$ cat src/rtl/manch_de_if.sv
// manch_de_if: serial line plus host-side word/handshake signals of the
// Manchester decoder. The host/line side takes the master view; the decoder
// takes the slave view.
interface manch_de_if #(
    parameter int unsigned DW = 8
);
    logic          mdi;
    logic          rdn;
    logic [DW-1:0] dout;
    logic          data_ready;
    logic          code_err;
    logic          overrun;

    modport master (
        output mdi, rdn,
        input  dout, data_ready, code_err, overrun
    );

    modport slave (
        input  mdi, rdn,
        output dout, data_ready, code_err, overrun
    );
endinterface

$ cat src/rtl/manch_de.sv
// manch_de: Manchester decoder. Oversamples mdi at BIT_CYC clocks per bit,
// qualifies the start bit, recovers DW data bits MSB first and checks every
// mid-bit transition. The decoded word is offered with a ready/read handshake.
// Optional build macro MANCH_DE_RESYNC_EN: re-centre the cell counter on each
// mid-bit transition so that per-bit clock drift is tracked.
module manch_de #(
    parameter int unsigned DW      = 8,
    parameter int unsigned BIT_CYC = 16
) (
    input  logic      clk16x,
    input  logic      rstn,
    manch_de_if.slave bus
);
    localparam int unsigned CW = $clog2(BIT_CYC);
    localparam int unsigned BW = (DW > 1) ? $clog2(DW) : 1;

    localparam logic [CW-1:0] Q1      = CW'(BIT_CYC / 4);
    localparam logic [CW-1:0] Q3      = CW'(3 * BIT_CYC / 4);
    localparam logic [CW-1:0] LAST    = CW'(BIT_CYC - 1);
    localparam logic [BW-1:0] LASTBIT = BW'(DW - 1);
`ifdef MANCH_DE_RESYNC_EN
    localparam logic [CW-1:0] WIN_LO  = CW'(BIT_CYC / 2 - 2);
    localparam logic [CW-1:0] WIN_HI  = CW'(BIT_CYC / 2 + 2);
    localparam logic [CW-1:0] RESYNC  = CW'(BIT_CYC / 2 + 1);
`endif

    typedef enum logic [1:0] {IDLE, START, DATA, DONE} state_e;

    logic          sync1_q;
    logic          mdi_s_q;
    logic          mdi_p_q;
    logic          mdi_edge;
    logic          armed_q;
    state_e        state_q;
    logic [CW-1:0] cnt_q;
    logic [CW-1:0] cnt_d;
    logic [BW-1:0] bitcnt_q;
    logic [DW-1:0] shift_q;
    logic [DW-1:0] dout_q;
    logic          data_ready_q;
    logic          code_err_q;
    logic          overrun_q;

    assign mdi_edge = mdi_s_q ^ mdi_p_q;

    // Two-flop synchronizer for mdi, plus one delayed copy for edge detection.
    always_ff @(posedge clk16x) begin
        if (rstn) begin
            sync1_q <= 1'b0;
            mdi_s_q <= 1'b0;
            mdi_p_q <= 1'b0;
        end else begin
            sync1_q <= bus.mdi;
            mdi_s_q <= sync1_q;
            mdi_p_q <= mdi_s_q;
        end
    end

    // Next cell-counter value while a frame is in progress.
    always_comb begin
        cnt_d = (cnt_q == LAST) ? '0 : cnt_q + 1'b1;
`ifdef MANCH_DE_RESYNC_EN
        // A transition near mid-cell is taken as the mid-bit edge and pins
        // the count to the value that follows a perfectly aligned edge.
        if (mdi_edge && (cnt_q >= WIN_LO) && (cnt_q <= WIN_HI)) begin
            cnt_d = RESYNC;
        end
`endif
    end

    // Frame FSM, bit sampling and host handshake.
    always_ff @(posedge clk16x) begin
        if (rstn) begin
            state_q      <= IDLE;
            armed_q      <= 1'b0;
            cnt_q        <= '0;
            bitcnt_q     <= '0;
            shift_q      <= '0;
            dout_q       <= '0;
            data_ready_q <= 1'b0;
            code_err_q   <= 1'b0;
            overrun_q    <= 1'b0;
        end else begin
            case (state_q)
                IDLE: begin
                    cnt_q    <= '0;
                    bitcnt_q <= '0;
                    if (!mdi_s_q) begin
                        armed_q <= 1'b1;
                    end
                    // The cycle that first sees mdi_s high counts as cnt 0.
                    if (armed_q && mdi_edge && mdi_s_q) begin
                        state_q <= START;
                        armed_q <= 1'b0;
                        cnt_q   <= CW'(1);
                    end
                end
                START: begin
                    cnt_q <= cnt_d;
                    if (((cnt_q == Q1) && !mdi_s_q) || ((cnt_q == Q3) && mdi_s_q)) begin
                        state_q <= IDLE;
                        cnt_q   <= '0;
                    end else if (cnt_q == LAST) begin
                        state_q    <= DATA;
                        code_err_q <= 1'b0;
                        bitcnt_q   <= '0;
                    end
                end
                DATA: begin
                    cnt_q <= cnt_d;
                    if (cnt_q == Q1) begin
                        shift_q <= {shift_q[DW-2:0], mdi_s_q};
                    end
                    if (cnt_q == Q3) begin
                        if (mdi_s_q == shift_q[0]) begin
                            code_err_q <= 1'b1;
                        end
                        if (bitcnt_q == LASTBIT) begin
                            state_q <= DONE;
                            cnt_q   <= '0;
                        end
                    end
                    if (cnt_q == LAST) begin
                        bitcnt_q <= bitcnt_q + 1'b1;
                    end
                end
                DONE: begin
                    dout_q  <= shift_q;
                    state_q <= IDLE;
                end
                default: state_q <= IDLE;
            endcase

            // A completing frame takes precedence over a read in the same cycle.
            if (state_q == DONE) begin
                data_ready_q <= 1'b1;
                overrun_q    <= overrun_q | (data_ready_q & ~bus.rdn);
            end else if (bus.rdn && data_ready_q) begin
                data_ready_q <= 1'b0;
                overrun_q    <= 1'b0;
            end
        end
    end

    assign bus.dout       = dout_q;
    assign bus.data_ready = data_ready_q;
    assign bus.code_err   = code_err_q;
    assign bus.overrun    = overrun_q;
endmodule

$ cat src/flat_wrapper.sv
// flat-port wrapper written by rule: the top's interface ports become plain ports
module manch_de_flat 
#(
    parameter int unsigned DW      = 8,
    parameter int unsigned BIT_CYC = 16
)
  (clk16x, rstn, bus_mdi, bus_rdn, bus_dout, bus_data_ready, bus_code_err, bus_overrun);
  manch_de_if #(.DW(DW)) bus_i ();
  input  logic clk16x;
  input  logic rstn;
  input wire logic [$bits(bus_i.mdi)-1:0] bus_mdi;
  input wire logic [$bits(bus_i.rdn)-1:0] bus_rdn;
  output wire logic [$bits(bus_i.dout)-1:0] bus_dout;
  output wire logic [$bits(bus_i.data_ready)-1:0] bus_data_ready;
  output wire logic [$bits(bus_i.code_err)-1:0] bus_code_err;
  output wire logic [$bits(bus_i.overrun)-1:0] bus_overrun;
  assign bus_i.mdi = bus_mdi;
  assign bus_i.rdn = bus_rdn;
  assign bus_dout = bus_i.dout;
  assign bus_data_ready = bus_i.data_ready;
  assign bus_code_err = bus_i.code_err;
  assign bus_overrun = bus_i.overrun;
  manch_de #(.DW(DW), .BIT_CYC(BIT_CYC)) u_core (.clk16x(clk16x), .rstn(rstn), .bus(bus_i));
endmodule
$ cat config.mk
export PLATFORM = sky130hd
export DESIGN_NAME = manch_de_flat
export DESIGN_NICKNAME = d
export VERILOG_FILES = /design/src/rtl/manch_de_if.sv /design/src/rtl/manch_de.sv /design/src/flat_wrapper.sv
export SDC_FILE = /design/constraint.sdc
export NUM_CORES = 1
export LEC_CHECK = 0
export ABC_AREA = 1
export CAP_MARGIN = 30
export CORE_MARGIN = 5
export CORE_UTILIZATION = 55
export CTS_BUF_LIST = sky130_fd_sc_hd__clkbuf_4 sky130_fd_sc_hd__clkbuf_8
export CTS_CLUSTER_DIAMETER = 200
export CTS_CLUSTER_SIZE = 28
export DETAILED_ROUTE_END_ITERATION = 7
export DONT_BUFFER_PORTS = 1
export PLACE_DENSITY_LB_ADDON = 0.25
export SLEW_MARGIN = 15
export SYNTH_ARGS = -nofsm -noshare
export SYNTH_HDL_FRONTEND = slang
export SYNTH_SLANG_ARGS = --single-unit
$ cat constraint.sdc
create_clock -name clk16x -period 1.5 [get_ports clk16x]
set_input_delay 0.3 -clock clk16x [delete_from_list [all_inputs] [get_ports clk16x]]
set_output_delay 0.3 -clock clk16x [all_outputs]
set_load 0.01 [all_outputs]
# Word-level counts from Yosys, hierarchy flattened

Index checks and enable logic that the tools add are counted.

Output and inout port bits: 11
Bits in registers: 32
Memory bits (read-only): 0
Memories: 0
Latch bits: 0
RAM bits: 0

Multipliers: 0
Reductions and logical operators: 16
$lt $le $gt $ge: 0
Muxes and demuxes: 26
$add $sub $neg: 2
Shifts and indexed selects: 0
Div/mod/pow operators: 0
Bitwise operators: 4
Eq/ne operators: 17

Operator list:

| cell                                                  | number |
|---|---|
| two-way mux 4 bit                                     | 4 |
| inequality test 2 x 1 -> 1 bit, second input constant | 6 |
| case mux 4 bit (3 select lines)                       | 1 |
| two-way mux 1 bit                                     | 10 |
| two-way mux 2 bit                                     | 5 |
| two-way mux 3 bit                                     | 3 |
| case mux 3 bit (3 select lines)                       | 1 |
| equality test 4 bit, second input constant            | 2 |
| case mux 2 bit (4 select lines)                       | 1 |
| AND reduction 4 bit                                   | 2 |
| logical AND 1 bit                                     | 5 |
| AND reduction 5 bit                                   | 1 |
| adder 4 x 1 -> 4 bit, second input constant           | 1 |
| equality test 2 bit, second input constant            | 2 |
| equality test 4 x 3 -> 1 bit, second input constant   | 1 |
| inequality test 2 bit, second input constant          | 2 |
| AND reduction 2 bit                                   | 2 |
| nonzero test 2 bit                                    | 2 |
| adder 3 x 1 -> 3 bit, second input constant           | 1 |
| equality test 3 bit, second input constant            | 1 |
| inequality test 3 x 1 -> 1 bit, second input constant | 1 |
| nonzero test 3 bit                                    | 1 |
| equality test 2 x 1 -> 1 bit, second input constant   | 1 |
| logical NOT 2 bit                                     | 1 |
| 8 further kinds                                       | 8 |

# Depth between registers and ports, before layout

Word-level depth: 5
Depth in mapped cells: 11
Depth with buffers taken out: 11

# Worst setup path after synthesis

Ideal clock, no wire load.

Path kind: register to register
From: register u_core.state_q[0]
To: register u_core.code_err_q, in the netlist u_core.bus.code_err
Slack: 0.191 ns
Cell stages (with the launch flop): 9
Buffers on the path: 1
Period minus slack after synthesis: 1.309 ns
Library setup time: 0.114 ns
Required time: 1.386 ns
Arrival time: 1.195 ns
Cells stage by stage: dfxtp_1 -> inv_1 -> ha_1 -> buf_4 -> nand3_1 -> nand2_1 -> nor2_1 -> a21oi_1 -> nor2_1

Longest elaborated chain between the ends: 3
Elaborated cells between the ends (all ways): 9
Those cells by class: eq/ne: 6; mux: 1; reduce/logical: 2

RTL lines:

| element                                                                    | line            | text |
|---|---|---|
| start: declaration                                                         | manch_de.sv:34  | `state_e state_q;` |
| start signal: assignment                                                   | manch_de.sv:74  | `state_q <= IDLE;` |
| start signal: assignment                                                   | manch_de.sv:93  | `state_q <= START;` |
| start signal: assignment                                                   | manch_de.sv:101 | `state_q <= IDLE;` |
| equality test 2 bit / equality test 2 x 1 -> 1 bit (equally long branches) | manch_de.sv:84  | `case (state_q)` |
| inequality test 2 x 1 -> 1 bit (no line), or another cell as far along     | --              |  |
| AND reduction 5 bit (no line)                                              | --              |  |
| end signal: assignment                                                     | manch_de.sv:81  | `code_err_q <= 1'b0;` |
| end signal: assignment                                                     | manch_de.sv:105 | `code_err_q <= 1'b0;` |
| end signal: assignment                                                     | manch_de.sv:116 | `code_err_q <= 1'b1;` |
| end: declaration                                                           | manch_de.sv:41  | `logic code_err_q;` |

Parallel ways exist; a longest one is shown, timed or not.
A chain may end at the register's enable or synchronous reset.

==> metrics <==
outcome=completed; Reg clk slew, reported paths=100 ps; critical setup path kind=reg -> reg; fmax=690 MHz; fin crit period=1450 ps; register area=647 um2; Fill cells=223; area share of the largest cell type after synthesis=41.4%; first-pass GRT wire length=5390 um; post-synthesis sequential area ratio=41.4%; maximum fanout along the worst path=5; clk sink count=32; DIE AREA=0.00397 mm2; CP Data Arrival Time=1690 ps; Cells after Synth=209; Via density=5.17; max-cap check violation count=0; post-DP HPWL=2210 um; GRT Residual Overflow=0; worst rel slew slack=76.1%; CP most frequent cell=nand2_1; total track usage=17.0%; DIE WIDTH=63.0 um; vias in the first global route=1214; Initial Utilization=56.6%; Syn Std Cell Area=0.00155 mm2; Slew Limit Fails=0; Clock Skew=7.86 ps; crit end category=flip-flop; first drt pass iteration count=4; top_reg_cell synth=dfxtp_1; Final Hold Viols=0; via count=1288; Leak=0.000794 uW; worst min path class=in -> reg; worst reg-to-reg path cell count=9; Post-DRT Antenna Nets=0; Syn Area/Cell=7.41 um2; row cnt=19; Die Span Y=63.0 um; cells along the critical path=inv_1 -> ha_2 -> nand2_1 -> nor2_4 -> nand2_1 -> nand3_1 -> nand4_1 -> nand2_1 -> nor2_1; most common cell in the netlist=nand2_1; final setup margin=51.5 ps; Slowest-stage cell, CP=dfxtp_2; FFs w/ async S/R, synth=0%; #FFs+latches synth=32; Post-synth EDFFs=0; Hold Slack=10.6 ps; commonest cells in the synthesized netlist=39 x nand2_1, 32 x dfxtp_1, 30 x inv_1; cell taking the most area after synthesis=dfxtp_1; gpl congestion=0.815; RSZ-0062 raised after global routing=true; Syn-to-layout area delta=11.8%; Max Root-Sink Buffers=2; share of layout cells above drive strength 1=17.0%; Multi-input gate area=761 um2; nets=230; core area=0.00273 mm2; # DRC=0; IO Port Bufs=0; root buffer cell=clkbuf_4; # H-tree levels=2; largest cells by area after synthesis=dfxtp_1 41%, nand2_1 9.5%, ha_1 7.3%; peak supply drop=1070 uV; CP max stage delay=360 ps; Synth cell types=25; setup violators final=0; ant diodes=0; crit share post-route=96.6%; CTS buffer count=5; syn nets=222; Yosys warning count=0; worst slack at placement=8.37 ps; Routed WL=3210 um; IO Pins=15; slew of the pin with the lowest slew margin=358 ps; largest net degree at the start of global routing=19; drt wl/cell=12.9 um; Clock Latency Late Sink=340 ps; cell area power density=1410 mW/mm2; worst endpoint required time=1740 ps; initial antenna violation count=0; drt initial violations=50; CTS tree=done; total power=2430 uW; hold-critical path depth=1; Critical Path Source Type=flip-flop
## cell usage in the layout (no fill, tap or decap), drive strengths merged
| master | count |
|---|---|
| o21a | 1 |
| nor3 | 1 |
| a21oi | 23 |
| o21ai | 17 |
| a31oi | 2 |
| or2 | 1 |
| nor2 | 20 |
| clkbuf | 7 |
| nand3 | 15 |
| ha | 9 |
| dlygate4sd3 | 2 |
| inv | 31 |
| nand4 | 3 |
| bufinv | 1 |
| o211ai | 1 |
| dfxtp | 32 |
| nand2 | 45 |
| buf | 7 |
## metal layers
metal | GRT usage (%) | vias up | wire length, um
li1 | - | 682 | -
met1 | 20.0 | 578 | 1440
met2 | 28.1 | 21 | 1580
met3 | 4.86 | 7 | 137
met4 | 7.96 | 0 | 62
met5 | 0 | - | 0
## path summary, 6_finish.rpt
check | from | to | slack [ps]
hold / removal | rstn | u_core.cnt_q[1] | 10
hold reg to reg | u_core.sync1_q | u_core.mdi_s_q | 420
setup reg to reg | u_core.cnt_q[0] | flip-flop | 50
setup / recovery | u_core.cnt_q[0] | flip-flop | 50
## worst max-delay path: cells and delay by family (launching register included)
family,cells,cell delay (ps)
flops,1,360
buf+inv,1,60
simple gates,7,730
fa+ha+maj,1,200
## logic make-up after synthesis
| family | count (synthesis) | share of synthesized area, % |
|---|---|---|
| AND/OR/NAND/NOR | 85 | 24.7 |
| AO/OA/AOI/OAI | 44 | 15.4 |
| buffers and inverters | 39 | 11.2 |
| flip-flops | 32 | 41.4 |
| adder cells (fa/ha/maj) | 9 | 7.28 |
## timing repair
item,4_1_cts,5_1_grt
gates resized for setup,1,12
setup endpoints to repair,2,16
buffers inserted,0,2
pin swaps,0,1
hold buffers,1,1
endpoints found under the hold margin,1,1
## power breakdown
group	internal, uW	leakage [uW]	total (uW)	switching [uW]
registers	934	0.000262	992	58.6
clock network	442	0.0000515	734	292
logic	263	0.000480	705	442
## sequential cells by signal (all words and copies together) (netlist names), named ones only
name	cells
u_core.bus.dout	8
u_core.shift_q	8
u_core.bus.code_err	1
u_core.mdi_p_q	1
u_core.state_q	1
u_core.sync1_q	1
u_core.bitcnt_q	3
u_core.mdi_s_q	1
u_core.cnt_q	4
u_core.armed_q	1
u_core.bus.overrun	1
u_core.bus.data_ready	1
## layout make-up
cell class | instances | share of cell area, %
multi-input combinational | 138 | 44.0
sequential | 32 | 37.4
inverter | 31 | 6.72
timing repair buffer | 9 | 4.19
clock buffer | 7 | 3.76
tap | 31 | 2.24
clock inverter | 1 | 1.74
## metrics by stage
step           util [%]  setup TNS (ps)  cells  cell area (um2)
2_1_floorplan         -               0    209             1550
3_3_place_gp       57.3               0    237             1570
3_5_place_dp       57.3               0    237             1570
4_1_cts            61.3               0    246             1680
5_1_grt            63.3           -8.28    249             1730
6_report           63.3               0    249             1730
Note: power is estimated with default switching activity, not from simulation.
